## src/rtl/mmio_pkg.sv

```systemverilog
// mmio_pkg: shared state encoding, load-type codes and error-counter helpers for the MMIO interconnect.
package mmio_pkg;
  typedef enum logic [1:0] {IDLE, ACCESS, RESP} state_e;
  localparam logic [2:0] LT_LB  = 3'd0;
  localparam logic [2:0] LT_LH  = 3'd1;
  localparam logic [2:0] LT_LW  = 3'd2;
  localparam logic [2:0] LT_LBU = 3'd4;
  localparam logic [2:0] LT_LHU = 3'd5;
  localparam int ERR_CNT_W = 8;
  function automatic logic [ERR_CNT_W-1:0] sat_inc(input logic [ERR_CNT_W-1:0] v);
    return v + ERR_CNT_W'(v != '1);
  endfunction
endpackage

```

## src/rtl/mmio_addr_decode.sv

```systemverilog
// mmio_addr_decode: base/mask window match, lowest matching index wins.
module mmio_addr_decode
  import mmio_pkg::*;
#(
  parameter int N  = 4,
  parameter int AW = 32,
  parameter int IW = 2,
  parameter logic [N*AW-1:0] BASE = '0,
  parameter logic [N*AW-1:0] MASK = '0
) (
  input  logic [AW-1:0] addr,
  output logic          hit,
  output logic [N-1:0]  sel,
  output logic [IW-1:0] idx
);
  always_comb begin
    hit = 1'b0;
    sel = '0;
    idx = '0;
    for (int i = N - 1; i >= 0; i--) begin
      if ((addr & MASK[i*AW +: AW]) == BASE[i*AW +: AW]) begin
        hit = 1'b1;
        sel = '0;
        sel[i] = 1'b1;
        idx = IW'(i);
      end
    end
  end
endmodule

```

## src/rtl/mmio_interconnect.sv

```systemverilog
// mmio_interconnect: single-master, N-slave bus with windowed decode, wait-state handshake,
// timeout bus errors and a held read-data register.
module mmio_interconnect
  import mmio_pkg::*;
#(
  parameter int NUM_SLAVES = 4,
  parameter int ADDR_WIDTH = 32,
  parameter int DATA_WIDTH = 32,
  parameter logic [NUM_SLAVES*ADDR_WIDTH-1:0] SLAVE_BASE = '0,
  parameter logic [NUM_SLAVES*ADDR_WIDTH-1:0] SLAVE_MASK = '0,
  parameter int TIMEOUT_CYCLES = 16
) (
  input  logic                             clk,
  input  logic                             rst,
  input  logic                             m_req,
  input  logic                             m_we,
  input  logic [ADDR_WIDTH-1:0]            m_addr,
  input  logic [DATA_WIDTH-1:0]            m_wdata,
  input  logic [DATA_WIDTH/8-1:0]          m_be,
  input  logic [2:0]                       m_load_type,
  output logic                             m_busy,
  output logic                             m_done,
  output logic                             m_err,
  output logic [DATA_WIDTH-1:0]            m_rdata,
  output logic [ADDR_WIDTH-1:0]            err_addr,
  output logic [ERR_CNT_W-1:0]             err_count,
  output logic [NUM_SLAVES-1:0]            s_sel,
  output logic                             s_we,
  output logic [ADDR_WIDTH-1:0]            s_addr,
  output logic [DATA_WIDTH-1:0]            s_wdata,
  output logic [DATA_WIDTH/8-1:0]          s_be,
  output logic [2:0]                       s_load_type,
  input  logic [NUM_SLAVES-1:0]            s_ack,
  input  logic [NUM_SLAVES*DATA_WIDTH-1:0] s_rdata
);
  localparam int BW = DATA_WIDTH / 8;
  localparam int IW = NUM_SLAVES > 1 ? $clog2(NUM_SLAVES) : 1;
  localparam int CW = $clog2(TIMEOUT_CYCLES + 1);
  state_e state_q, state_d;
  logic hit, we_q, err_q, ack, timeout;
  logic [NUM_SLAVES-1:0] dec_sel, sel_q;
  logic [IW-1:0] dec_idx, idx_q;
  logic [CW-1:0] cnt_q;
  logic [ADDR_WIDTH-1:0] addr_q, err_addr_q;
  logic [DATA_WIDTH-1:0] wdata_q, rdata_q, rd_sel;
  logic [BW-1:0] be_q;
  logic [2:0] lt_q;
  logic [ERR_CNT_W-1:0] err_count_q;
  mmio_addr_decode #(
    .N(NUM_SLAVES), .AW(ADDR_WIDTH), .IW(IW), .BASE(SLAVE_BASE), .MASK(SLAVE_MASK)
  ) u_dec (
    .addr(m_addr), .hit(hit), .sel(dec_sel), .idx(dec_idx)
  );
  assign ack     = s_ack[idx_q];
  assign rd_sel  = s_rdata[int'(idx_q)*DATA_WIDTH +: DATA_WIDTH];
  assign timeout = cnt_q == CW'(TIMEOUT_CYCLES - 1);
  always_comb begin
    state_d = state_q;
    state_d = state_q == IDLE   ? (m_req ? (hit ? ACCESS : RESP) : IDLE) :
              state_q == ACCESS ? ((ack || timeout) ? RESP : ACCESS) : IDLE;
  end
  // Request fields are cleared on leaving RESP so every s_* output idles at 0.
  always_ff @(posedge clk) begin
    if (rst) begin
      state_q     <= IDLE;
      we_q        <= 1'b0;
      addr_q      <= '0;
      wdata_q     <= '0;
      be_q        <= '0;
      lt_q        <= '0;
      sel_q       <= '0;
      idx_q       <= '0;
      err_q       <= 1'b0;
      cnt_q       <= '0;
      rdata_q     <= '0;
      err_addr_q  <= '0;
      err_count_q <= '0;
    end else begin
      state_q <= state_d;
      if (state_q == IDLE && m_req) begin
        we_q    <= m_we;
        addr_q  <= m_addr;
        wdata_q <= m_wdata;
        be_q    <= m_be;
        lt_q    <= m_load_type;
        sel_q   <= hit ? dec_sel : '0;
        idx_q   <= dec_idx;
        err_q   <= !hit;
        cnt_q   <= '0;
        if (!hit) begin
          err_addr_q  <= m_addr;
          err_count_q <= sat_inc(err_count_q);
        end
      end
      if (state_q == ACCESS) begin
        cnt_q <= cnt_q + CW'(1);
        if (ack || timeout) begin
          sel_q <= '0;
          err_q <= !ack;
          if (!ack) begin
            err_addr_q  <= addr_q;
            err_count_q <= sat_inc(err_count_q);
          end else if (!we_q) begin
            rdata_q <= rd_sel;
          end
        end
      end
      if (state_q == RESP) begin
        we_q    <= 1'b0;
        addr_q  <= '0;
        wdata_q <= '0;
        be_q    <= '0;
        lt_q    <= '0;
        err_q   <= 1'b0;
      end
    end
  end
  assign m_busy      = state_q != IDLE;
  assign m_done      = state_q == RESP;
  assign m_err       = m_done && err_q;
  assign m_rdata     = rdata_q;
  assign err_addr    = err_addr_q;
  assign err_count   = err_count_q;
  assign s_sel       = sel_q;
  assign s_we        = we_q;
  assign s_addr      = addr_q;
  assign s_wdata     = wdata_q;
  assign s_be        = be_q;
  assign s_load_type = lt_q;
endmodule

```

## config.mk

```make
export PLATFORM = sky130hd
export DESIGN_NAME = mmio_interconnect
export DESIGN_NICKNAME = d
export VERILOG_FILES = /design/src/rtl/mmio_pkg.sv /design/src/rtl/mmio_addr_decode.sv /design/src/rtl/mmio_interconnect.sv
export SDC_FILE = /design/constraint.sdc
export NUM_CORES = 1
export LEC_CHECK = 0
export ABC_AREA = 1
export CAP_MARGIN = 25
export CORE_AREA = 2 2 137 139
export DETAILED_ROUTE_END_ITERATION = 10
export DIE_AREA = 0 0 139 141
export PLACE_DENSITY = 0.8
export RECOVER_POWER = 100
export REMOVE_ABC_BUFFERS = 1
export SYNTH_ARGS = -nofsm -noshare
export SYNTH_HDL_FRONTEND = slang
export SYNTH_HIERARCHICAL = 1
export SYNTH_SLANG_ARGS = --single-unit
```

## constraint.sdc

```tcl
create_clock -name clk -period 2 [get_ports clk]
set_input_delay 0.3 -clock clk [delete_from_list [all_inputs] [get_ports clk]]
set_output_delay 0.3 -clock clk [all_outputs]
set_load 0.02 [all_outputs]
```

* Yosys cells after proc, flatten, opt, wreduce, memory -nomap -nowiden
Cells that the tools add are included.
Word-level totals: flip-flop bits (word level) 156, word-level logic and storage cells 42
Cells by class: $add $sub $neg 2, equality and inequality tests 4, mux-type cells 12, bitwise logic cells 2, reduce and logical (&&, ||, !) cells 10
Operators by type and width (count):
- $mux W4 | 3
- $mux W5 | 2
- $add A8 B1 Y8 | 1
- $ne A8 B8 Y1 const B | 1
- $mux W2 | 3
- $add A5 B1 Y5 const B | 1
- $eq A5 B4 Y1 const B | 1
- $mux W1 | 4
- $reduce_and A4 Y1 | 1
- $reduce_bool A2 Y1 | 2
- $reduce_and A3 Y1 | 1
- $eq A2 B1 Y1 const B | 1
- $eq A2 B2 Y1 const B | 1
- $logic_and A1 B1 Y1 | 2
- $logic_not A2 Y1 | 1
- $not A1 Y1 | 2
- $reduce_or A2 Y1 | 1
- $logic_not A1 Y1 | 1
- $logic_or A1 B1 Y1 | 1

* Depth between registers and ports, before layout
Gate-level depths: netlist (run 1).
depth after elaboration 5, gate-level depth with buffers 12, gate-level depth less buffers 12

* Hierarchy
Netlist (run 1), hierarchy kept.
Modules (own cells, without submodules):
- mmio_interconnect | times used 1, cells an instance 1075, area each 7290.7 µm²
- mmio_addr_decode | times used 1, cells an instance 9, area each 60.1 µm²

* Least setup slack after synthesis (run 1)
Ideal clock, no wire load.
kind flip-flop to flip-flop, from register cnt_q[0], to register err_addr_q[18] (netlist: err_addr[18]), library setup time 117 ps, arrival time 1685 ps, setup slack 198 ps, stages on the path, launching flop included 11, path buffers 1, clock period less this slack 1802 ps, path through dfxtp_1 ha_1 inv_1 nor3_1 ha_1 inv_1 nor2_2 buf_2 nand3_1 o211ai_1 nor2_1
Between the ends: longest elaborated chain between the ends 3
Ends and longest elaborated chain:
- start: declaration | line mmio_interconnect.sv:43 | logic [CW-1:0] cnt_q;
- start signal: assignment | line mmio_interconnect.sv:96 | cnt_q <= cnt_q + CW'(1);
- $eq A5 B4 Y1 | line mmio_interconnect.sv:56 | assign timeout = cnt_q == CW'(TIMEOUT_CYCLES - 1);
- $logic_or A1 B1 Y1 | line mmio_interconnect.sv:97 | if (ack || timeout) begin
- $reduce_and A3 Y1 (no line)
- end signal: assignment | line mmio_interconnect.sv:91 | err_addr_q <= m_addr;
- end signal: assignment | line mmio_interconnect.sv:101 | err_addr_q <= addr_q;
- end: declaration | line mmio_interconnect.sv:44 | logic [ADDR_WIDTH-1:0] addr_q, err_addr_q;
No other way between the ends. A chain may end at the register's enable or synchronous reset.

* Worst setup path in the final report (run 1)
from register err_count_q[3] (netlist: err_count[3]), to output port err_count[3]
RTL lines:
- start: declaration | line mmio_interconnect.sv:48 | logic [ERR_CNT_W-1:0] err_count_q;
- start signal: assignment | line mmio_interconnect.sv:92 | err_count_q <= sat_inc(err_count_q);
- start signal: assignment | line mmio_interconnect.sv:102 | err_count_q <= sat_inc(err_count_q);
- end: declaration | line mmio_interconnect.sv:26 | output logic [ERR_CNT_W-1:0] err_count,
No word-level cell between the ends.

==> qor.yml, run 1 <==
first_global_vias: 7897
clkPwrFrac: 0.378
first_pass_iters: 7
synth-xor-area-share: 0.00357
die_y_um: 141
synth-compound-area-share: 0.198
max_freq_mhz: 526
final_cell_mix: "nor2_1 (266), clkdlybuf4s50_1 (206), o21ai_0 (175), dfxtp_1 (156), dlygate4sd3_1 (148)"
cts_tree: "yes"
layout-drive-gt1-share: 0.0529
layoutNonFillerInstCount: 1651
antennaDiodeCount: 0
num_vias: 8334
p_leak_uw: 0.00505
p_per_area_nw_per_um2: 782
grt_max_degree: 66
syn_inst: 1084
worst_slew_pin_slew_ns: 1.39
rsz0062_at_grt: "false"
start_util: 0.402
htree_levels: 4
start_kind: "flop"
postCtsSetupRepairBufs: 0
antenna_found_initial: 1
hold_slack_ns: 0.403
hold_class: "input port to flop"
grt_first_pass_wirelength_um: 39700
pin_count: 358
max-clock-path-buffers: 2
num_rows: 50
synth_top_family_by_area: "simple AND/OR/NAND/NOR gates"
crit_arrival_ns: 1.60
core_um2: 18300
via_per_inst: 5.05
final-hold-violation-count: 0
crit_type: "flop to output pin"
ir_drop_mv: 0.587
seq_area_um2: 3170
numCtsBuffers: 17
avgRoutedWirePerCell_um: 15.2
dp_hpwl_um: 17900
layout_setup_ws_ns: 0.0992
rr_worst_depth: 10
portBuffers: 357
synth_area_leaders: "dfxtp_1 (43%), nor2_1 (14%), o21ai_0 (12%)"
nets: 1615
synth_top_area_cell: "dfxtp_1"
period_share: 0.950
synth_edf_count: 0
p_sw_frac: 0.288
worst-endpoint-required_ns: 1.70
period_minus_slack_ns: 1.90
path_clk_slew_ns: 0.06
drv_slew: 0
ys_warn_count: 6
synth-seq-cells: 158
yosys.area_share.simple: 0.271
switchingPower_uw: 2640
max-slew-margin-rel: 0.0732
clk_latency_ns: 0.42
routed_wl_um: 25100
place_congestion: 0.866
path_max_fanout: 4
synth_fa_ha_area_frac: 0.00681
fin_skew_ns: 0.00853
synthMuxAreaShare: 0
multi_input_area_um2: 3580
syn_area_um2: 7350
whs_path_depth: 3
ant_nets: 0
preCtsSetupSlack_ns: 0.117
synth-main-ff-cell: "dfxtp_1"
synth.distinct_cells: 31
final_common_cell: "nor2_1"
yosysSeqAreaShare: 0.430
die_x_um: 139
avgSynthCellArea_um2: 6.78
clkSinkCount: 158
power.internal_uw: 6510
outcome: "complete, no violations"
finalSetupViolCount: 0
filler_cell_count: 1587
die-area_um2: 19600
cap_violations: 0
comb_power_share: 0.236
overflow: 0
grt_use_total: 0.248
finalSetupTns_ns: 0
worstSetupEndpointType: "output pin"
seqPwrFrac: 0.385
place_inst: 1619
syn_to_final_growth_pct: 59.2
dr.first_iter.drc_count: 360
drc: 0
cts-root-buf: "clkbuf_16"
synth_top_area_share: 0.430
async_flop_share: 0
## flip-flops by register name (all words and copies together), names as in the netlist
name,cells
s_wdata,32
s_we,1
s_sel,4
idx_q,2
state_q,2
err_count,8
s_be,4
cnt_q,5
err_q,1
s_load_type,3
s_addr,32
err_addr,32
m_rdata,32
## power groups by stage
stage / combinational [uW] / clock [uW] / sequential (uW)
after floorplan: 719 / 0 / 3890
after global placement: 2220 / 0 / 3600
after detailed placement: 2240 / 0 / 3600
after CTS: 2250 / 3520 / 3530
after global routing: 2370 / 3660 / 3550
final: 2160 / 3460 / 3520
## synthesized netlist by cell type, drive strengths merged (4+ instances only)
library cell  count
nor2            271
o21ai           197
dfxtp           158
nand2           145
a21oi            73
inv              61
nand3            61
clkbuf           43
buf              41
o211ai           12
nor3              7
ha                4
## repair_timing
item,4_1_cts,5_1_grt
endpoints found under the hold margin,0,0
hold buffers,0,0
gates resized for setup,2,4
endpoints found under the setup margin,2,21
## critical path, cell delays in order (launching register included)
cell	delay, ns
dfxtp_1	0.36
buf_4	0.15
dlygate4sd3_1	0.68
## metrics by stage
stage	utilization	total power, uW	area [um2]
2_1_floorplan	-	4610	6950
5_1_grt	0.641	9580	11700
3_3_place_gp	0.607	5810	11100
4_1_cts	0.642	9310	11700
3_5_place_dp	0.607	5840	11100
6_report	0.641	9150	11700
## final timing paths
kind / startpoint / slack, ns / endpoint
setup / recovery: err_count[3] / 0.1 / err_count[3]
hold / removal: rst / 0.40 / cnt_q[0]
setup reg to reg: cnt_q[0] / 0.16 / err_addr[4]
hold reg to reg: m_rdata[20] / 0.46 / m_rdata[20]
## kinds of logic after synthesis
group	count (synthesis)
and+or+nand+nor	488
AOI/OAI and AO/OA	284
DFF	158
buffers and inverters	145
adders and majority gates	4
xor gates and xnor gates	3
other	2
## layer usage
layer	vias up	routed length [um]	GRT usage
met5	-	15	0
met4	2	876	0.0973
met3	59	1700	0.0713
met2	315	12100	0.424
met1	3805	10400	0.296
li1	4153	-	-
## layout make-up
class / instances / share of cell area
clock buffers: 20 / 0.0382
clock inverters: 12 / 0.0158
inverters: 61 / 0.0196
multi-input cells: 786 / 0.306
flip-flops and latches: 158 / 0.270
well taps: 234 / 0.0250
repair buffers: 380 / 0.325
Power figures use the tool's default switching activity.
==> inputs of run 2 (changes only) <==
--- a/config.mk
+++ b/config.mk
@@ -10,6 +10,7 @@
 export CORE_AREA = 2 2 137 139
 export DETAILED_ROUTE_END_ITERATION = 10
 export DIE_AREA = 0 0 139 141
+export MAX_ROUTING_LAYER = met4
 export PLACE_DENSITY = 0.8
 export RECOVER_POWER = 100
 export REMOVE_ABC_BUFFERS = 1
==> run 2 against run 1 <==
Net effect:
- die area stayed put
- non-clock buffer count stayed put
- largest cell class unchanged
- total power hardly changed
- critical path depth stayed put
- hold slack better by 0.0016 ns
- critical path type unchanged
- setup slack better by 0.0024 ns
- cell count hardly changed
- critical endpoint unchanged
- clock skew hardly changed
- first-iteration DRC count is 14% higher
- maximum frequency is 0.13% higher
- sequential power hardly changed
==> qor.yml, run 2 (synthesis gave the netlist of run 1 again) <==
fin_util: 0.641  # about the same
place_congestion: 0.880  # +1.6%
via_per_inst: 5.05  # about the same
worst_slew_pin_slew_ns: 1.38  # -0.0104 ns
grt_use_total: 0.256  # +0.00769
drv_slew: 0  # unchanged
dp_hpwl_um: 17900  # unchanged
portBuffers: 357  # unchanged
syn_to_final_growth_pct: 59.3  # about the same
first_global_vias: 7907  # +0.13%
die_y_um: 141  # unchanged
pin_count: 358  # unchanged
ant_nets: 0  # unchanged
grt_max_degree: 66  # unchanged
clk_latency_ns: 0.42  # about the same
num_vias: 8338  # +0.048%
crit_type: "flop to output pin"
first_pass_iters: 5  # -2
routed_wl_um: 25100  # about the same
preCtsSetupSlack_ns: 0.117  # unchanged
period_share: 0.949  # -0.00121
placed_cell_area_um2: 11100  # unchanged
nets: 1615  # unchanged
finalSetupViolCount: 0  # unchanged
worstSetupEndpointType: "output pin"
start_kind: "flop"
seqPwrFrac: 0.385  # about the same
start_util: 0.402  # unchanged
layout_setup_ws_ns: 0.102  # +0.00241 ns
layout-drive-gt1-share: 0.0529  # unchanged
dr.first_iter.drc_count: 409  # +14%
cp_num_buf_inv: 2  # unchanged
final_cell_mix: "nor2_1 (265), clkdlybuf4s50_1 (206), o21ai_0 (175), dfxtp_1 (156), dlygate4sd3_1 (148)"
grt_first_pass_wirelength_um: 39800  # about the same
path_delay_family: "buffers and inverters"
power.internal_uw: 6510  # about the same
die-area_um2: 19600  # unchanged
design_area_um2: 11700  # about the same
path_clk_slew_ns: 0.06  # about the same
final-hold-violation-count: 0  # unchanged
cts_tree: "yes"
cts.hold.buffers_added: 0  # unchanged
rsz0062_at_grt: "false"
avgRoutedWirePerCell_um: 15.2  # -0.12%
cap_violations: 0  # unchanged
path_max_fanout: 4  # unchanged
comb_power_share: 0.236  # about the same
path_cells: "buf_4 -> dlygate4sd3_1"
num_rows: 50  # unchanged
core_um2: 18300  # unchanged
outcome: "complete, no violations"
worst-endpoint-required_ns: 1.70  # about the same
clkPwrFrac: 0.379  # about the same
cts-root-buf: "clkbuf_16"
drc: 0  # unchanged
max_freq_mhz: 527  # +0.13%
fin_skew_ns: 0.00828  # -0.000248 ns
final_common_cell: "nor2_1"
p_leak_uw: 0.00505  # about the same
max-slew-margin-rel: 0.0801  # +0.00691
switchingPower_uw: 2640  # +0.21%
p_per_area_nw_per_um2: 782  # about the same
p_sw_frac: 0.289  # +0.000427
period_minus_slack_ns: 1.90  # -0.00241 ns
antenna_found_initial: 1  # unchanged
slowest_delay_ns: 0.68  # about the same
hold_class: "input port to flop"
numCtsBuffers: 17  # unchanged
max-clock-path-buffers: 2  # unchanged
hold_slack_ns: 0.404  # +0.00161 ns
clkSinkCount: 158  # unchanged
overflow: 0  # unchanged
die_x_um: 139  # unchanged
crit_slowest_cell: "dlygate4sd3_1"
ir_drop_mv: 0.589  # +0.32%
crit_arrival_ns: 1.60  # about the same
htree_levels: 4  # unchanged
[run 2: cell count changes in the layout (fill, tap and decap cells not counted), sizes merged]
cell,previous run,this run
diode,0,1
[run 2: repair_timing]
action                     CTS  global route
resized for setup            2             4
setup buffers                0             0
setup endpoints to repair    2            20
[run 2: layer usage]
layer / wire length, um / GRT usage / vias up / part of all wire
li1: - / - / 4146 / -
met4: 860 / 0.0973 / 0 / 0.034
met5: 0 / - / - / 0
met1: 10300 / 0.300 / 3811 / 0.41
met2: 12000 / 0.422 / 323 / 0.48
met3: 1890 / 0.0686 / 58 / 0.076
[run 2: final timing paths]
kind | start | slack, ns | endpoint | cells after the start
worst max register to register | cnt_q[0] | 0.16 | err_addr[4] | 10
worst min-delay path | rst | 0.40 | cnt_q[0] | 3
worst max-delay path | err_count[3] | 0.10 | err_count[3] | 2
worst min register to register | m_rdata[20] | 0.46 | m_rdata[20] | 2
[run 2: layout make-up]
| class | count | area, um2 |
|---|---|---|
| antenna | 1 | 2.50 |
| clock buffer | 20 | 447 |
| clock inverter | 12 | 185 |
| fill | 1586 | 6560 |
| inverter | 61 | 229 |
| multi-input combinational | 786 | 3580 |
| sequential | 158 | 3170 |
| tap | 234 | 293 |
| timing repair buffer | 380 | 3810 |
[run 2: power by group through the flow]
stage | registers (uW) | logic (uW) | clock network, uW
after global routing | 3550 | 2370 | 3660
after floorplan | 3890 | 719 | 0
after CTS | 3530 | 2250 | 3520
after detailed placement | 3600 | 2240 | 0
after global placement | 3600 | 2220 | 0
final | 3520 | 2160 | 3470
[run 2: per-stage QoR]
stage                     cells  setup TNS [ns]  power (uW)
after floorplan            1005         -125.39        4610
after global placement     1619               0        5810
after detailed placement   1619               0        5840
after CTS                  1651               0        9310
after global routing       1652               0        9580
final                      1652               0        9150
[run 2: worst reg2reg max path, stage by stage (launching register included)]
cell and delay [ns]:
dfxtp_1 0.38, ha_1 0.19, inv_1 0.05, nor3_1 0.14, ha_1 0.19, inv_1 0.08
nor2_4 0.19, nand2_8 0.14, buf_12 0.20, nor2_1 0.11, nor2_1 0.06
==> inputs of run 3 (changes only) <==
--- a/config.mk
+++ b/config.mk
@@ -6,6 +6,7 @@
 export NUM_CORES = 1
 export LEC_CHECK = 0
 export ABC_AREA = 1
+export ABC_CLOCK_PERIOD_IN_PS = 2000
 export CAP_MARGIN = 25
 export CORE_AREA = 2 2 137 139
 export DETAILED_ROUTE_END_ITERATION = 10
==> results of run 3 <==
The final DEF is identical to that of run 2; final timing and power are the same.
